### src/rtl/sha256_ureg_sequencer.sv
// sha256_ureg_sequencer: streams padded blocks into the SHA-256 ureg slave, polls progress/done and returns the digest
module sha256_ureg_sequencer #(
  parameter int POLL_MAX = 1023
) (
  input  logic         sys_clk,
  input  logic         sys_rst,
  input  logic         blk_val,
  output logic         blk_rdy,
  input  logic [511:0] blk_data,
  input  logic         blk_last,
  output logic         dig_val,
  input  logic         dig_rdy,
  output logic [255:0] dig_data,
  input  logic         ureg_req_rdy,
  output logic         ureg_req_val,
  output logic [11:0]  ureg_req_addr,
  output logic [7:0]   ureg_req_strb,
  output logic [63:0]  ureg_req_data,
  output logic         ureg_resp_rdy,
  input  logic         ureg_resp_val,
  input  logic [63:0]  ureg_resp_data,
  input  logic         ureg_resp_ecc,
  output logic         busy,
  output logic         err,
  output logic [1:0]   err_code
);
  typedef enum logic [2:0] {IDLE, WRITE, PROGRESS, DONE, DIGEST, OUT, ERR} state_t;
  state_t state_q, state_d;
  logic [2:0] word_q, word_d;
  logic [15:0] poll_q, poll_d;
  logic [511:0] buf_q, buf_d;
  logic last_q, last_d;
  logic [255:0] dig_q, dig_d;
  logic req_val_q, req_val_d;
  logic resp_rdy_q, resp_rdy_d;
  logic err_q, err_d;
  logic [1:0] code_q, code_d;
  logic [11:0] addr_q, addr_d;
  logic [7:0] strb_q, strb_d;
  logic [63:0] data_q, data_d;
  logic resp_fire, zero, poll_end, iss;
  assign resp_fire = resp_rdy_q & ureg_resp_val;
  assign zero = ureg_resp_data == '0;
  assign poll_end = poll_q == 16'(POLL_MAX - 1);
  always_comb begin
    state_d = state_q;
    word_d = word_q;
    poll_d = poll_q;
    buf_d = buf_q;
    last_d = last_q;
    dig_d = dig_q;
    req_val_d = req_val_q;
    resp_rdy_d = resp_rdy_q;
    err_d = err_q;
    code_d = code_q;
    addr_d = addr_q;
    strb_d = strb_q;
    data_d = data_q;
    iss = 1'b0;
    if (req_val_q && ureg_req_rdy) begin
      req_val_d = 1'b0;
      resp_rdy_d = 1'b1;
    end
    if (resp_fire) resp_rdy_d = 1'b0;
    if (resp_fire && ureg_resp_ecc) begin
      state_d = ERR;
      err_d = 1'b1;
      code_d = 2'd1;
    end else begin
      case (state_q)
        IDLE: if (blk_val) begin
          buf_d = blk_data;
          last_d = blk_last;
          word_d = 3'd0;
          state_d = WRITE;
          iss = 1'b1;
        end
        WRITE: if (resp_fire) begin
          iss = 1'b1;
          state_d = word_q == 3'd7 ? PROGRESS : WRITE;
          word_d = word_q == 3'd7 ? 3'd0 : word_q + 3'd1;
          poll_d = '0;
        end
        PROGRESS: if (resp_fire) begin
          if (zero && poll_end) begin
            state_d = ERR;
            err_d = 1'b1;
            code_d = 2'd2;
          end else begin
            iss = zero || last_q;
            state_d = zero ? PROGRESS : last_q ? DONE : IDLE;
            poll_d = zero ? poll_q + 16'd1 : '0;
          end
        end
        DONE: if (resp_fire) begin
          if (zero && poll_end) begin
            state_d = ERR;
            err_d = 1'b1;
            code_d = 2'd3;
          end else begin
            iss = 1'b1;
            state_d = zero ? DONE : DIGEST;
            poll_d = zero ? poll_q + 16'd1 : '0;
            word_d = 3'd0;
          end
        end
        DIGEST: if (resp_fire) begin
          dig_d[{word_q[1:0], 6'd0} +: 64] = ureg_resp_data;
          iss = word_q != 3'd3;
          state_d = word_q == 3'd3 ? OUT : DIGEST;
          word_d = word_q == 3'd3 ? 3'd0 : word_q + 3'd1;
        end
        OUT: if (dig_rdy) state_d = IDLE;
        default: ;
      endcase
    end
    // the request to launch is derived from where the FSM is heading
    if (iss) begin
      req_val_d = 1'b1;
      addr_d = state_d == WRITE ? {6'd0, word_d, 3'd0} :
               state_d == PROGRESS ? 12'h068 :
               state_d == DONE ? 12'h070 : {7'd2, word_d[1:0], 3'd0};
      strb_d = state_d == WRITE ? 8'hff : 8'h00;
      data_d = state_d == WRITE ? buf_d[{word_d, 6'd0} +: 64] : '0;
    end
  end
  always_ff @(posedge sys_clk or posedge sys_rst) begin
    if (sys_rst) begin
      state_q <= IDLE;
      word_q <= '0;
      poll_q <= '0;
      buf_q <= '0;
      last_q <= 1'b0;
      dig_q <= '0;
      req_val_q <= 1'b0;
      resp_rdy_q <= 1'b0;
      err_q <= 1'b0;
      code_q <= '0;
      addr_q <= '0;
      strb_q <= '0;
      data_q <= '0;
    end else begin
      state_q <= state_d;
      word_q <= word_d;
      poll_q <= poll_d;
      buf_q <= buf_d;
      last_q <= last_d;
      dig_q <= dig_d;
      req_val_q <= req_val_d;
      resp_rdy_q <= resp_rdy_d;
      err_q <= err_d;
      code_q <= code_d;
      addr_q <= addr_d;
      strb_q <= strb_d;
      data_q <= data_d;
    end
  end
  assign blk_rdy = state_q == IDLE;
  assign dig_val = state_q == OUT;
  assign busy = state_q != IDLE;
  assign dig_data = dig_q;
  assign ureg_req_val = req_val_q;
  assign ureg_req_addr = addr_q;
  assign ureg_req_strb = strb_q;
  assign ureg_req_data = data_q;
  assign ureg_resp_rdy = resp_rdy_q;
  assign err = err_q;
  assign err_code = code_q;
endmodule

### config.mk
export PLATFORM = sky130hd
export DESIGN_NAME = sha256_ureg_sequencer
export DESIGN_NICKNAME = d
export VERILOG_FILES = /design/src/rtl/sha256_ureg_sequencer.sv
export SDC_FILE = /design/constraint.sdc
export NUM_CORES = 2
export LEC_CHECK = 0
export ABC_CLOCK_PERIOD_IN_PS = 32100
export BUFFER_PORTS_ARGS = -buffer_cell sky130_fd_sc_hd__buf_2
export CAP_MARGIN = 20
export CORE_AREA = 2 2 363 365
export CTS_CLUSTER_SIZE = 16
export DETAILED_ROUTE_END_ITERATION = 6
export DIE_AREA = 0 0 365 367
export GPL_ROUTABILITY_DRIVEN = 0
export PLACE_DENSITY_LB_ADDON = 0.25
export SYNTH_ARGS = -nofsm -noshare
export SYNTH_HDL_FRONTEND = slang
export SYNTH_SLANG_ARGS = --single-unit
### constraint.sdc
create_clock -name sys_clk -period 32.1 [get_ports sys_clk]
set_input_delay 4.815 -clock sys_clk [delete_from_list [all_inputs] [get_ports sys_clk]]
set_output_delay 4.815 -clock sys_clk [all_outputs]
set_load 0.1 [all_outputs]
# Yosys cells after proc, flatten, opt, wreduce, memory -nomap -nowiden

Cells that the tools add are included.

Reductions and logical operators: 20
Muxes and demuxes: 61
$add $sub $neg: 3
Shifts and indexed selects: 3
Equality and inequality tests: 19
Bitwise logic cells: 2

Operator list:

| cell                        | number |
|---|---|
| $mux W512                   | 3 |
| $shiftx A512 B10 Y64        | 1 |
| $bwmux W256                 | 1 |
| $shift A64 B10 Y256 const A | 1 |
| $shiftx A64 B10 Y256        | 1 |
| $logic_not A64 Y1           | 1 |
| $mux W16                    | 4 |
| $mux W64                    | 1 |
| $mux W3                     | 18 |
| $pmux W16 S2                | 1 |
| $pmux W3 S6                 | 1 |
| $mux W1                     | 17 |
| $add A16 B1 Y16 const B     | 1 |
| $eq A16 B10 Y1 const B      | 1 |
| $mux W2                     | 8 |
| $eq A3 B2 Y1 const B        | 5 |
| $mux W6                     | 2 |
| $ne A3 B3 Y1 const B        | 4 |
| $pmux W3 S4                 | 1 |
| $reduce_bool A2 Y1          | 6 |
| $neg A8 Y10                 | 1 |
| $reduce_and A5 Y1           | 2 |
| $eq A3 B3 Y1 const B        | 3 |
| $reduce_and A3 Y1           | 3 |
| other kinds (16)            | 21 |

Bits of input ports: 584
Register bits: 880
Output and inout port bits: 348
Word-level logic and storage cells: 121

# Depth between registers and ports, before layout

Word-level depth: 10
Gate-level depth with buffers: 12

# Least setup slack after synthesis

OpenSTA, ideal clock, no wires.

Path kind: input to register
Start: in ureg_resp_data[1]
End: reg data_q[49] (netlist: ureg_req_data[49])
Path buffers: 4
Stages on the path: 11
Path slack: 24.878 ns
Data arrival time: 7.099 ns
Library setup time: 0.123 ns
Cell sequence: nor4_1 > nand4_1 > or4_1 > buf_2 > o221ai_4 > buf_4 > buf_4 > buf_6 > mux2i_1 > o211ai_1 > a32o_1

Word-level cells in the longest chain between the ends: 8
Elaborated cells between the ends (all ways): 24
Classes of those cells: eq/ne: 1; shift: 1; mux: 19; reduce/logical: 3

RTL lines:

| element                                                     | line   | source |
|---|---|---|
| start, declared                                             | 21     | `input logic [63:0] ureg_resp_data,` |
| $logic_not A64 Y1 (*)                                       | 43     | `assign zero = ureg_resp_data == '0;` |
| $logic_and A1 B1 Y1 (tied with other cells)                 | 85, 96 |  |
| $mux W3, on equally long branches                           | 96, 85 |  |
| $mux W3, on equally long branches                           | 95, 84 |  |
| $pmux W3 S4 / $pmux W3 S6 (equally long branches)           | 70     | `case (state_q)` |
| $mux W3                                                     | 65     | `if (resp_fire && ureg_resp_ecc) begin` |
| $shiftx A512 B10 Y64 / $eq A3 B1 Y1 (equally long branches) | 124    | `data_d = state_d == WRITE ? buf_d[{word_d, 6'd0} +: 64] : '0;` |
| $mux W64                                                    | 124    |  |
| end signal, assigned                                        | 155    | `data_q <= data_d;` |
| end, declared                                               | 40     | `logic [63:0] data_q, data_d;` |

Mark *: on every way between the ends. The rest lies on a longest branch, timed or not.
A chain may end at the register's enable or synchronous reset.

# Final worst setup path

Start: in ureg_resp_data[28]
End: reg data_q[22] (netlist: ureg_req_data[22])

The elaborated chain is that of the path after synthesis.

==> reports/qor.txt <==
wire length per cell - 25.9 µm
Port Buf Inserts - 923
clk buf depth - 3
count of different cell masters after synthesis - 58
Synth Register Bits - 865
CP max stage cell - buf_4
area leader, netlist - dfrtp_1
initial antenna violation count - 117
EDFF count, synth - 0
Post-Place Setup Slack - 22.03 ns
share of cells above drive strength 1 - 40.5%
wire length of the first global-routing pass - 217 mm
Final Hold Violating Endpoints - 0
Yosys Warn Count - 0
delay-heaviest family, CP - buffers and inverters
Die Ht - 367 µm
PnR worst setup slack - 22.65 ns
fin crit share - 29.4%
maximum clock rate - 106 MHz
cts-stage hold buffer count - 0
leak pwr - 21.4 nW
Most common cell on crit path - buf_4
Nets - 4634
clk_skew - 0.0419 ns
drt drc - 0
syn avg cell area - 11.8 µm²
Num CTS Buffers - 101
area of the die - 134000 µm²
H-Tree Depth - 3
Setup CP Type - primary input to register
clk sinks - 865
CTS root buffer - clkbuf_16
top-area cell type share of the netlist area - 57.0%
via count - 28700
pin count of the biggest net entering global routing - 166
most frequent cell after synthesis - dfrtp_1
Tmin final - 9.45 ns
clock slew seen by the registers of the worst setup and hold paths - 0.06 ns
GR Util met1 - 25.2%
Critical Path AT - 10.06 ns
total track usage - 22.4%
drt pass-1 iters - 5
crit-path cells - buf_2, nor4_1, nand4_1, or4_1, o221ai_4, buf_4, buf_12, buf_4, mux2i_1, o211ai_1, a32o_1
placed instance count - 5692
Req. time, crit path - 32.71 ns
ys async rst share - 100%
setup_tns - 0 ns
Top Ports - 932
post_cts resized - 0
die width - 365 µm
vias per cell - 4.85
Max Cap Viol - 0
Setup violations, final - 0
Critical path destination - ureg_req_data[22]
reg2reg start - state_q[0]
CP Buf/Inv Count - 4
vias in the first global route - 29300
met2 usage - 38.9%
Max-slew headroom - 28.1%
layout overhead on the synthesized area - 25.4%
max-slew violation count - 0
Post-synth top cells - 865 x dfrtp_1, 540 x nand2_1, 514 x mux2_2
Cell Pwr Density - 96.8 nW/µm²
final non-filler cell total - 5918
Final Power - 4.61 mW
hold_ws - 0.471 ns
unrepaired setup endpoints after global routing - no
CP startpoint kind - primary input
Worst-Skew Late Latency - 0.72 ns
run status - complete, no violations
CP Depth - 11
Seq/Total Area, Yosys - 57.0%
Post-DP HPWL - 114 mm
Crit path largest cell delay - 0.89 ns
final core utilization - 36.5%
Antenna Nets Post-Route - 0
GRT met3 Usage - 7.78%
reg2reg end - ureg_req_data[29]
CTS tree - done
Initial Util - 29.1%
Worst Reg-to-Reg Cells - 11
top cells by area, synth - dfrtp_1 57%, mux2_2 15%, nand2_1 5.3%
Crit Path Max Fanout - 143
Core Area - 130000 µm²
gr ovfl total - 0
CP endpoint kind - register
Worst-Margin Slew - 1.08 ns
fin area - 47600 µm²
Worst Hold Class - register to register
Mapped Area - 37900 µm²
final WL - 153 mm
busiest grt layer - met2
dpl cell area - 44100 µm²
worst vdd ir - 0.0899 mV
drt initial violations - 1846
num rows - 133
buffer count from post-CTS setup fixing - 0
Critical path origin - ureg_resp_data[28]
Register-to-Register Setup Slack - 26.44 ns
post-synthesis cell count - 3220
ys flop type - dfrtp_1
## sequential cells by signal, indices dropped and copies added, names as in the netlist
register / count
buf_q: 512
dig_data: 256
ureg_req_data: 64
poll_q: 16
ureg_req_addr: 4
state_q: 3
word_q: 3
err_code: 2
err: 1
last_q: 1
ureg_req_strb: 1
ureg_req_val: 1
ureg_resp_rdy: 1
## worst register-to-register path, delay by kind of cell (launching register included)
kind	cells	cell delay, ns
buffers and inverters	4	3.02
and+or+nand+nor	3	0.61
DFF	1	0.71
muxes	1	0.47
AOI/OAI and AO/OA	3	0.74
## placed cells by master (no fill, tap or decap), types with 41 or more instances in the layout
cell type,instances
dfrtp_1,865
mux2i_1,130
nand2b_1,132
mux2_2,514
diode_2,41
a32o_1,64
clkbuf_16,101
nand2_1,536
buf_4,45
buf_2,924
o211ai_1,256
o21ai_0,288
## power breakdown
group / internal, mW / switching, mW
combinational: 0.636 / 1.20
sequential: 1.47 / 0.117
clock: 0.682 / 0.502
## kinds of logic (layout without fill, tap and decap cells)
kind of cell	after synthesis	in the layout	synth area share [%]
flops	865	865	57.0
other cells	1	49	0.00988
mux	644	644	18.7
simple gates	767	767	8.92
buf+inv	278	1173	3.44
compound gates	655	655	11.6
fa+ha+maj	10	10	0.330
## layout make-up
type / count / area, µm²
Inverter: 13 / 57.6
Clock buffer: 143 / 2860
Tap cell: 1755 / 2200
Timing Repair Buffer: 975 / 5080
Multi-Input combinational cell: 2084 / 15100
Antenna cell: 41 / 103
Clock inverter: 42 / 561
Sequential cell: 865 / 21600
Fill cell: 13200 / 82900
## metal layers
layer  part of all wire, %  vias to the layer above  wire (µm)
met5                  0.41                        -        635
met4                   3.7                      104       5690
met3                   8.5                      315      13100
met2                    50                      992      76100
met1                    38                    14200      57900
li1                      -                    13100          -
## how the worst min path moves through the flow
| stage | endpoint | cells past startpoint | slack (ns) | startpoint |
|---|---|---|---|---|
| after floorplan | poll_q[9] | 1 | 0.44 | poll_q[9] |
| after global placement | err | 1 | 0.45 | err |
| after detailed placement | dig_data[38] | 2 | 0.46 | dig_data[38] |
| after CTS | dig_data[38] | 2 | 0.48 | dig_data[38] |
| after global routing | dig_data[215] | 2 | 0.50 | dig_data[215] |
| final | dig_data[46] | 2 | 0.47 | dig_data[46] |
No activity file was read; power rests on OpenSTA's default activity.
